File: src/rtl/lsu_mem_ctrl_if.sv
// Execute-stage request/response and data-memory signals of the load/store unit.
// The slave modport is the LSU's view; the master modport is the execute stage plus memory.
interface lsu_mem_ctrl_if;
    logic        req_valid;
    logic        req_ready;
    logic        req_load;
    logic        req_store;
    logic [2:0]  req_funct3;
    logic [63:0] req_addr;
    logic [63:0] req_wdata;
    logic        resp_valid;
    logic [63:0] resp_rdata;
    logic        resp_err;
    logic        mem_read;
    logic        mem_write;
    logic [63:0] mem_addr;
    logic [63:0] mem_wdata;
    logic [63:0] mem_rdata;

    modport slave (
        input  req_valid, req_load, req_store, req_funct3, req_addr, req_wdata, mem_rdata,
        output req_ready, resp_valid, resp_rdata, resp_err,
        output mem_read, mem_write, mem_addr, mem_wdata
    );

    modport master (
        output req_valid, req_load, req_store, req_funct3, req_addr, req_wdata, mem_rdata,
        input  req_ready, resp_valid, resp_rdata, resp_err,
        input  mem_read, mem_write, mem_addr, mem_wdata
    );
endinterface

File: src/rtl/lsu_mem_ctrl.sv
// Load/store unit: byte-addressed requests onto a 64-bit word memory, with RMW for narrow stores.
// Optional macro LSU_BOUNDS_CHECK_EN faults word indices >= MEM_WORDS instead of wrapping.
module lsu_mem_ctrl #(
    parameter int unsigned MEM_WORDS = 1024,
    parameter int unsigned IDX_W     = 10
) (
    input  logic           clk,
    input  logic           rst_n,
    lsu_mem_ctrl_if.slave  bus
);
    localparam int unsigned XLEN   = 64;
    localparam int unsigned OFF_W  = 3;
    localparam int unsigned WIDX_W = XLEN - OFF_W;
    localparam int unsigned BYTES  = XLEN / 8;

    typedef enum logic [2:0] {
        S_IDLE, S_LD_RD, S_ST_WR, S_RMW_RD, S_RMW_WR, S_RESP
    } state_t;

    if (MEM_WORDS != (32'd1 << IDX_W)) begin : g_cfg_err
        $error("lsu_mem_ctrl: MEM_WORDS must equal 2**IDX_W");
    end

    state_t              state_q, state_d;
    logic [2:0]          f3_q, f3_d;
    logic [OFF_W-1:0]    off_q, off_d;
    logic [WIDX_W-1:0]   idx_q, idx_d;
    logic [XLEN-1:0]     wdata_q, wdata_d;
    logic [XLEN-1:0]     mem_wdata_q, mem_wdata_d;
    logic [XLEN-1:0]     rdata_q, rdata_d;
    logic                err_q, err_d;
    logic                resp_valid_q, resp_valid_d;
    logic                mem_read_q, mem_read_d;
    logic                mem_write_q, mem_write_d;

    logic                req_err;
    logic [XLEN-1:0]     ld_ext;
    logic [XLEN-1:0]     st_merge;

    // Request legality: direction, funct3 encoding, natural alignment and optional range.
    always_comb begin
        logic [2:0] size_mask;
        logic       bad_f3;
        logic       misalign;
        logic       oob;
        case (bus.req_funct3[1:0])
            2'b00:   size_mask = 3'b000;
            2'b01:   size_mask = 3'b001;
            2'b10:   size_mask = 3'b011;
            default: size_mask = 3'b111;
        endcase
        bad_f3   = bus.req_load ? (bus.req_funct3 == 3'b111) : bus.req_funct3[2];
        misalign = |(bus.req_addr[OFF_W-1:0] & size_mask);
        oob      = 1'b0;
`ifdef LSU_BOUNDS_CHECK_EN
        oob      = (bus.req_addr[XLEN-1:OFF_W] >= WIDX_W'(MEM_WORDS));
`endif
        req_err  = (bus.req_load == bus.req_store) | bad_f3 | misalign | oob;
    end

    // Load lane select and sign/zero extension.
    always_comb begin
        logic [XLEN-1:0] s;
        s = bus.mem_rdata >> {off_q, 3'b000};
        case (f3_q)
            3'b000:  ld_ext = {{56{s[7]}},  s[7:0]};
            3'b001:  ld_ext = {{48{s[15]}}, s[15:0]};
            3'b010:  ld_ext = {{32{s[31]}}, s[31:0]};
            3'b100:  ld_ext = {56'd0, s[7:0]};
            3'b101:  ld_ext = {48'd0, s[15:0]};
            3'b110:  ld_ext = {32'd0, s[31:0]};
            default: ld_ext = s;
        endcase
    end

    // Narrow store merge into the word just read.
    always_comb begin
        logic [BYTES-1:0] be_base;
        logic [BYTES-1:0] be;
        logic [XLEN-1:0]  bit_mask;
        logic [XLEN-1:0]  wshift;
        case (f3_q[1:0])
            2'b00:   be_base = 8'h01;
            2'b01:   be_base = 8'h03;
            default: be_base = 8'h0F;
        endcase
        be = be_base << off_q;
        for (int i = 0; i < int'(BYTES); i++) begin
            bit_mask[i*8 +: 8] = {8{be[i]}};
        end
        wshift   = wdata_q << {off_q, 3'b000};
        st_merge = (bus.mem_rdata & ~bit_mask) | (wshift & bit_mask);
    end

    // Next-state and registered-output logic.
    always_comb begin
        state_d     = state_q;
        f3_d        = f3_q;
        off_d       = off_q;
        idx_d       = idx_q;
        wdata_d     = wdata_q;
        mem_wdata_d = mem_wdata_q;
        rdata_d     = rdata_q;
        err_d       = err_q;
        mem_read_d  = 1'b0;
        mem_write_d = 1'b0;

        case (state_q)
            S_IDLE: begin
                if (bus.req_valid) begin
                    f3_d    = bus.req_funct3;
                    off_d   = bus.req_addr[OFF_W-1:0];
                    idx_d   = bus.req_addr[XLEN-1:OFF_W];
                    wdata_d = bus.req_wdata;
                    if (req_err) begin
                        state_d = S_RESP;
                        err_d   = 1'b1;
                        rdata_d = '0;
                    end else if (bus.req_load) begin
                        state_d    = S_LD_RD;
                        mem_read_d = 1'b1;
                    end else if (bus.req_funct3[1:0] == 2'b11) begin
                        state_d     = S_ST_WR;
                        mem_write_d = 1'b1;
                        mem_wdata_d = bus.req_wdata;
                    end else begin
                        state_d    = S_RMW_RD;
                        mem_read_d = 1'b1;
                    end
                end
            end
            S_LD_RD: begin
                state_d = S_RESP;
                rdata_d = ld_ext;
                err_d   = 1'b0;
            end
            S_ST_WR: begin
                state_d = S_RESP;
                rdata_d = '0;
                err_d   = 1'b0;
            end
            S_RMW_RD: begin
                state_d     = S_RMW_WR;
                mem_wdata_d = st_merge;
                mem_write_d = 1'b1;
            end
            S_RMW_WR: begin
                state_d = S_RESP;
                rdata_d = '0;
                err_d   = 1'b0;
            end
            S_RESP: begin
                state_d = S_IDLE;
                idx_d   = '0;
            end
            default: begin
                state_d = S_IDLE;
                idx_d   = '0;
            end
        endcase

        resp_valid_d = (state_d == S_RESP);
    end

    always_ff @(posedge clk) begin
        if (!rst_n) begin
            state_q      <= S_IDLE;
            f3_q         <= '0;
            off_q        <= '0;
            idx_q        <= '0;
            wdata_q      <= '0;
            mem_wdata_q  <= '0;
            rdata_q      <= '0;
            err_q        <= 1'b0;
            resp_valid_q <= 1'b0;
            mem_read_q   <= 1'b0;
            mem_write_q  <= 1'b0;
        end else begin
            state_q      <= state_d;
            f3_q         <= f3_d;
            off_q        <= off_d;
            idx_q        <= idx_d;
            wdata_q      <= wdata_d;
            mem_wdata_q  <= mem_wdata_d;
            rdata_q      <= rdata_d;
            err_q        <= err_d;
            resp_valid_q <= resp_valid_d;
            mem_read_q   <= mem_read_d;
            mem_write_q  <= mem_write_d;
        end
    end

    // Strobes are masked by reset so an aborted access never reaches memory.
    assign bus.req_ready  = (state_q == S_IDLE);
    assign bus.resp_valid = resp_valid_q;
    assign bus.resp_rdata = rdata_q;
    assign bus.resp_err   = err_q;
    assign bus.mem_read   = mem_read_q & rst_n;
    assign bus.mem_write  = mem_write_q & rst_n;
    assign bus.mem_addr   = {3'b000, idx_q};
    assign bus.mem_wdata  = mem_wdata_q;
endmodule

File: src/flat_wrapper.sv
// flat-port wrapper written by rule: the top's interface ports become plain ports
module lsu_mem_ctrl_flat 
#(
    parameter int unsigned MEM_WORDS = 1024,
    parameter int unsigned IDX_W     = 10
)
  (clk, rst_n, bus_req_valid, bus_req_load, bus_req_store, bus_req_funct3, bus_req_addr, bus_req_wdata, bus_mem_rdata, bus_req_ready, bus_resp_valid, bus_resp_rdata, bus_resp_err, bus_mem_read, bus_mem_write, bus_mem_addr, bus_mem_wdata);
  lsu_mem_ctrl_if bus_i ();
  input  logic clk;
  input  logic rst_n;
  input wire logic [$bits(bus_i.req_valid)-1:0] bus_req_valid;
  input wire logic [$bits(bus_i.req_load)-1:0] bus_req_load;
  input wire logic [$bits(bus_i.req_store)-1:0] bus_req_store;
  input wire logic [$bits(bus_i.req_funct3)-1:0] bus_req_funct3;
  input wire logic [$bits(bus_i.req_addr)-1:0] bus_req_addr;
  input wire logic [$bits(bus_i.req_wdata)-1:0] bus_req_wdata;
  input wire logic [$bits(bus_i.mem_rdata)-1:0] bus_mem_rdata;
  output wire logic [$bits(bus_i.req_ready)-1:0] bus_req_ready;
  output wire logic [$bits(bus_i.resp_valid)-1:0] bus_resp_valid;
  output wire logic [$bits(bus_i.resp_rdata)-1:0] bus_resp_rdata;
  output wire logic [$bits(bus_i.resp_err)-1:0] bus_resp_err;
  output wire logic [$bits(bus_i.mem_read)-1:0] bus_mem_read;
  output wire logic [$bits(bus_i.mem_write)-1:0] bus_mem_write;
  output wire logic [$bits(bus_i.mem_addr)-1:0] bus_mem_addr;
  output wire logic [$bits(bus_i.mem_wdata)-1:0] bus_mem_wdata;
  assign bus_i.req_valid = bus_req_valid;
  assign bus_i.req_load = bus_req_load;
  assign bus_i.req_store = bus_req_store;
  assign bus_i.req_funct3 = bus_req_funct3;
  assign bus_i.req_addr = bus_req_addr;
  assign bus_i.req_wdata = bus_req_wdata;
  assign bus_i.mem_rdata = bus_mem_rdata;
  assign bus_req_ready = bus_i.req_ready;
  assign bus_resp_valid = bus_i.resp_valid;
  assign bus_resp_rdata = bus_i.resp_rdata;
  assign bus_resp_err = bus_i.resp_err;
  assign bus_mem_read = bus_i.mem_read;
  assign bus_mem_write = bus_i.mem_write;
  assign bus_mem_addr = bus_i.mem_addr;
  assign bus_mem_wdata = bus_i.mem_wdata;
  lsu_mem_ctrl #(.MEM_WORDS(MEM_WORDS), .IDX_W(IDX_W)) u_core (.clk(clk), .rst_n(rst_n), .bus(bus_i));
endmodule
File: config.mk
export PLATFORM = sky130hd
export DESIGN_NAME = lsu_mem_ctrl_flat
export DESIGN_NICKNAME = d
export VERILOG_FILES = /design/src/rtl/lsu_mem_ctrl_if.sv /design/src/rtl/lsu_mem_ctrl.sv /design/src/flat_wrapper.sv
export SDC_FILE = /design/constraint.sdc
export NUM_CORES = 1
export LEC_CHECK = 0
export CAP_MARGIN = 40
export CORE_MARGIN = 4
export CORE_UTILIZATION = 44
export DETAILED_ROUTE_END_ITERATION = 8
export PLACE_DENSITY = 0.88
export SLEW_MARGIN = 20
export SYNTH_ARGS = -nofsm -noshare
export SYNTH_HDL_FRONTEND = slang
export SYNTH_SLANG_ARGS = --single-unit
File: constraint.sdc
create_clock -name clk -period 2.1 [get_ports clk]
set_input_delay 0.315 -clock clk [delete_from_list [all_inputs] [get_ports clk]]
set_output_delay 0.315 -clock clk [all_outputs]
set_load 0.01 [all_outputs]
After elaboration in Yosys (flattened, before gate mapping)

Cells that the tools add are included.

Bits in registers: 266
Output and inout port bits: 197
Bits of input ports: 200
Bits in latches: 0
Word-level logic and storage cells: 94
RAM bits: 0
Memories: 0
Memory bits (read-only): 0

Reduce and logical (&&, ||, !) cells: 17
Mux-type cells: 29
Multipliers: 0
$add $sub $neg: 0
Divide/modulo/power cells: 0
Equality and inequality tests: 21
Bitwise gates (word level): 13
Shift operators: 3
$lt $le $gt $ge: 0

Operator list:

| kind                 | number |
|---|---|
| $mux W64             | 6 |
| $pmux W64 S6         | 1 |
| $pmux W64 S3         | 1 |
| $and A64 B64 Y64     | 2 |
| $pmux W64 S2         | 1 |
| $pmux W61 S2         | 1 |
| $not A64 Y64         | 1 |
| $or A64 B64 Y64      | 1 |
| $shl A64 B6 Y64      | 1 |
| $shr A64 B6 Y64      | 1 |
| $mux W61             | 1 |
| $eq A3 B3 Y1 const B | 6 |
| $pmux W3 S3          | 2 |
| $mux W1              | 10 |
| $eq A3 B2 Y1 const B | 3 |
| $mux W3              | 3 |
| $pmux W4 S2          | 1 |
| $reduce_or A4 Y1     | 2 |
| $shl A4 B3 Y8        | 1 |
| $eq A3 B1 Y1 const B | 2 |
| $logic_not A3 Y1     | 2 |
| $ne A2 B2 Y1 const B | 3 |
| $reduce_and A3 Y1    | 2 |
| $reduce_or A3 Y1     | 2 |
| 15 further kinds     | 27 |

Longest topological paths before layout

Depth after elaboration: 9
Gate-level depth with buffers: 11
Mapped depth without buffers: 6

Worst setup path before layout

No wires, ideal clock.

Kind: register to register
Start: register u_core.off_q[1]
End: register u_core.mem_wdata_q[26], in the netlist u_core.bus.mem_wdata[26]
Buffers on the path: 5
Data required time: 1.979 ns
Clock period less this slack: 1.976 ns
Setup time: 0.121 ns
Setup slack: 0.124 ns
Arrival: 1.856 ns
Cell stages (with the launch flop): 12
Cell sequence: dfxtp_1 -> buf_6 -> buf_6 -> buf_4 -> buf_4 -> buf_4 -> mux2i_1 -> mux2i_1 -> mux2i_1 -> nand2_1 -> o2111ai_1 -> nand2_1

Longest elaborated chain between the ends: 5
Elaborated cells between the ends (all ways): 7
Classes of those cells: 2 x shift; 1 x mux; 4 x bitwise

RTL lines:

| element                                                 | line                | text |
|---|---|---|
| from (decl)                                             | lsu_mem_ctrl.sv:26  | `logic [OFF_W-1:0] off_q, off_d;` |
| from (signal assigned)                                  | lsu_mem_ctrl.sv:169 | `off_q <= '0;` |
| from (signal assigned)                                  | lsu_mem_ctrl.sv:181 | `off_q <= off_d;` |
| branches (longest 3 deep; another with $shl A64 B6 Y64) | -                   |  |
| $or A64 B64 Y64 (*)                                     | lsu_mem_ctrl.sv:92  | `st_merge = (bus.mem_rdata & ~bit_mask) \| (wshift & bit_mask);` |
| $pmux W64 S2 (*)                                        | lsu_mem_ctrl.sv:108 | `case (state_q)` |
| to (signal assigned)                                    | lsu_mem_ctrl.sv:184 | `mem_wdata_q <= mem_wdata_d;` |
| to (decl)                                               | lsu_mem_ctrl.sv:29  | `logic [XLEN-1:0] mem_wdata_q, mem_wdata_d;` |

Mark *: on every way between the ends.
A chain may end at the register's enable or synchronous reset.

Worst setup path in the final report

Start: register u_core.off_q[1]
End: register u_core.rdata_q[36], in the netlist u_core.bus.resp_rdata[36]

Longest elaborated chain between the ends: 3

RTL lines:

| element              | line                | text |
|---|---|---|
| $shr A64 B6 Y64      | lsu_mem_ctrl.sv:64  | `s = bus.mem_rdata >> {off_q, 3'b000};` |
| $pmux W64 S6         | lsu_mem_ctrl.sv:65  | `case (f3_q)` |
| $pmux W64 S3         | lsu_mem_ctrl.sv:108 |  |
| to (signal assigned) | lsu_mem_ctrl.sv:185 | `rdata_q <= rdata_d;` |
| to (decl)            | lsu_mem_ctrl.sv:30  | `logic [XLEN-1:0] rdata_q, rdata_d;` |

Every way passes these cells.

==> results.toml <==
[run_status]
status = "finished, violations left"
violations = "setup timing"

[routing]
routed_wl_um = 62200
drc_errors = 0
via_per_inst = 6.04
vias = 15227
drt-initial-drc-count = 1625
wl_per_cell_um = 24.7
ant_nets = 0
firstDrtPassIters = 6

[setup_path]
crit_top_cell = "buf_12"
worstSetupPathType = "register to register"
cpPeakStageDelay_ps = 530
cp_cell_sequence = "buf_6 > mux2i_1 > mux4_2 > nor4b_4 > o21ai_2 > o31ai_4 > buf_12 > buf_12 > a22o_1"
rr_worst_depth = 9
r2r-start = "u_core.off_q[1]"
worstPathRequired_ps = 2590
r2r-end = "u_core.bus.resp_rdata[36]"
timing.critical_path.max_delay_family = "multiplexers"
cp-end-kind = "register"
cp_slowest_cell = "mux4_2"
crit_path_max_fanout = 16
worstPathArrival_ps = 2650
cp-start-kind = "register"
regToRegSetupSlack_ps = -60
crit_buf_inv = 3

[pwr]
power.share.clock_pct = 24.8
p_leak_nw = 8.15
p_switching_w = 0.00753
power_density_mw_per_mm2 = 991
power_w = 0.0207
p_int_w = 0.0132
ir_drop_mv = 0.647
power_frac_seq_pct = 30.8
swShare_pct = 36.4
p_comb_share_pct = 44.3

[sta]
tightest_slew_ps = 742
clock.fmax_ghz = 0.463
finalCriticalPeriod_ps = 2160
final_max_slew_viol_count = 0
fin_crit_sh_pct = 103
slew-limit-headroom_pct = 50.5
hold_viol = 0
rsz0062_at_grt = "true"
setup_slack_ps = -60.4
finClkSkew_ps = 18.2
setup_viol = 41

[yosys]
ys_seq_area_share_pct = 37.4
synth_edf_count = 0
synth-seq-cells = 258
ys_warn_count = 0
async_flop_share_pct = 0
synth_area_mm2 = 0.0138
synth_ff_type = "dfxtp_1"
postSynthCellCount = 1587
avgSynthCellArea_um2 = 8.70
ys_types = 71

[global_routing]
grt_pass1_vias = 14715
grt_max_degree = 119
antenna_found_initial = 2
grt_usage_pct = 34.1
grt_overflow_total = 0
grt_pass1_wl_um = 90600

[floorplan]
initial_core_util_pct = 44.9
row_count = 64
die_area_mm2 = 0.0343
core_area_mm2 = 0.0307
io_pins = 397
die_w_um = 185
die-height_um = 185

[layout]
post-route-util_pct = 67.9
num-nets-final = 2305
area_growth_pct = 51.2
fin_area_mm2 = 0.0209
fillCellCount = 2366
drive_above_1_share_pct = 19.5

[hold_path]
hold_start = "rst_n"
hold_class = "input port to register"
hold_path_end = "u_core.bus.mem_wdata[45]"
whs_path_depth = 3

[clocking]
clk_transition_reported_paths_ps = 60
h-tree-depth = 1
cts_tree = "done"
clock-sinks = 258
clk_path_buf_depth = 3
clk_latency_ps = 560
cts_buffers = 27
clockRootBuffer = "clkbuf_16"
hold_buffers = 0

[placement]
gp_congestion = 0.998
port_buffers = 393
placed_area_mm2 = 0.0196
dp_hpwl_um = 47300

[flow_run]
cap_violations = 0
-- logic make-up after synthesis --
group | count (synthesis) | share of synthesized area (%)
buf+inv | 164 | 5.82
compound gates | 491 | 26.1
other cells | 1 | 0.0272
flops | 258 | 37.4
xor+xnor | 1 | 0.0634
simple gates | 492 | 16.4
mux | 180 | 14.3
-- worst max path at each step --
stage	startpoint	endpoint	slack (ps)	depth (start not counted)
floorplan	u_core.off_q[1]	u_core.bus.mem_wdata[26]	120	11
global placement	bus_req_funct3[2]	u_core.bus.mem_wdata[14]	-410	9
detailed placement	bus_req_addr[2]	u_core.bus.mem_wdata[14]	-400	9
CTS	u_core.off_q[1]	u_core.bus.resp_rdata[36]	-30	9
global route	u_core.off_q[1]	u_core.bus.resp_rdata[38]	-110	9
finish	u_core.off_q[1]	u_core.bus.resp_rdata[36]	-60	9
-- routing by layer --
layer	routed length (um)	global-route usage, %	up-vias	share of wire, %
met2	28900	55.7	959	46
met1	24600	44.7	7267	40
met4	2760	12.7	2	4.4
met5	16	0	-	0.026
li1	-	-	6803	-
met3	5910	6.97	196	9.5
-- what timing repair did --
item,in CTS,in global routing
resized for setup,16,37
pin swaps,3,4
buffers inserted,7,2
gates cloned,2,1
endpoints found under the setup margin,63,83
endpoints found under the hold margin,0,0
-- cells in the mapped netlist, drive strengths merged (16+ instances only) --
library cell / instances / share of area [%]
o2bb2ai: 22 / 1.8
o22ai: 17 / 0.77
mux2: 36 / 2.9
a21oi: 65 / 2.5
a22o: 39 / 2.5
buf: 66 / 3.2
a22oi: 62 / 3.4
nand3: 43 / 1.6
o211a: 16 / 1.2
a211oi: 18 / 1.1
nand2: 262 / 7.1
o21ai: 83 / 3.0
a21boi: 62 / 3.4
dfxtp: 258 / 37
o211ai: 28 / 1.5
mux2i: 134 / 9.7
nor2b: 84 / 3.8
clkbuf: 92 / 2.5
nor2: 54 / 1.5
-- sequential cells by signal, indices dropped and copies added (netlist names) --
name / flops
u_core.bus.mem_wdata: 64
u_core.off_q: 3
u_core.mem_write_q: 1
u_core.state_q: 3
u_core.bus.resp_err: 1
u_core.bus.resp_valid: 1
u_core.idx_q: 61
u_core.mem_read_q: 1
u_core.wdata_q: 56
u_core.f3_q: 3
u_core.bus.resp_rdata: 64
-- final cells by class --
class                           instances  area (um2)  area share [%]
Antenna cell                            1        2.50          0.0120
Inverter                                6        22.5           0.108
Sequential cell                       258        5170            24.8
Timing Repair Buffer                  645        6190            29.7
Multi-Input combinational cell       1167        8050            38.5
Clock buffer                           36         761            3.64
Tap cell                              396         495            2.37
Clock inverter                         13         191           0.916
-- power by group through the flow --
stage	logic (W)	clock network, W	registers, W
2_1_floorplan	0.00425	0	0.00651
3_3_place_gp	0.00848	0	0.00643
3_5_place_dp	0.00864	0	0.00646
4_1_cts	0.00886	0.00517	0.00636
5_1_grt	0.00967	0.00539	0.00646
6_report	0.00918	0.00514	0.00638
-- layout by cell type (no fill, tap or decap), types with 6 or more instances in the layout --
master,count
mux2i_2,7
o22ai_1,17
nand3_1,43
and2_1,12
nor2_1,50
mux2_2,36
nand2_1,261
a21oi_2,7
o21ai_0,75
nor2b_1,81
o211ai_1,28
o211a_1,16
a22oi_1,62
buf_12,23
mux4_2,10
o21ai_1,6
a22o_1,39
a21boi_0,62
o21a_1,10
a211oi_1,15
a21oi_1,56
mux2i_1,126
buf_4,221
clkbuf_16,29
clkdlybuf4s50_1,391
dfxtp_1,255
o32ai_1,6
o2111ai_1,15
buf_6,6
o2bb2ai_2,10
o2bb2ai_1,12
-- per-stage QoR --
| step | cells | hold WS, ps | setup slack, ps | TNS (ps) |
|---|---|---|---|---|
| after global routing | 2522 | 71.1 | -109 | -4760 |
| final | 2522 | 80.4 | -60.4 | -1170 |
| after detailed placement | 2460 | 448 | -400 | -31780 |
| after global placement | 2460 | 447 | -411 | -27500 |
| after CTS | 2518 | 64.0 | -28.2 | -294 |
| after floorplan | 1589 | 387 | 124 | 0 |
-- tightest hold or removal path: cells and delay by family --
| kind | cells | cell delay, ps |
|---|---|---|
| buffers and inverters | 1 | 130 |
| AOI/OAI and AO/OA | 2 | 130 |
Note: power is estimated with default switching activity, not from simulation.
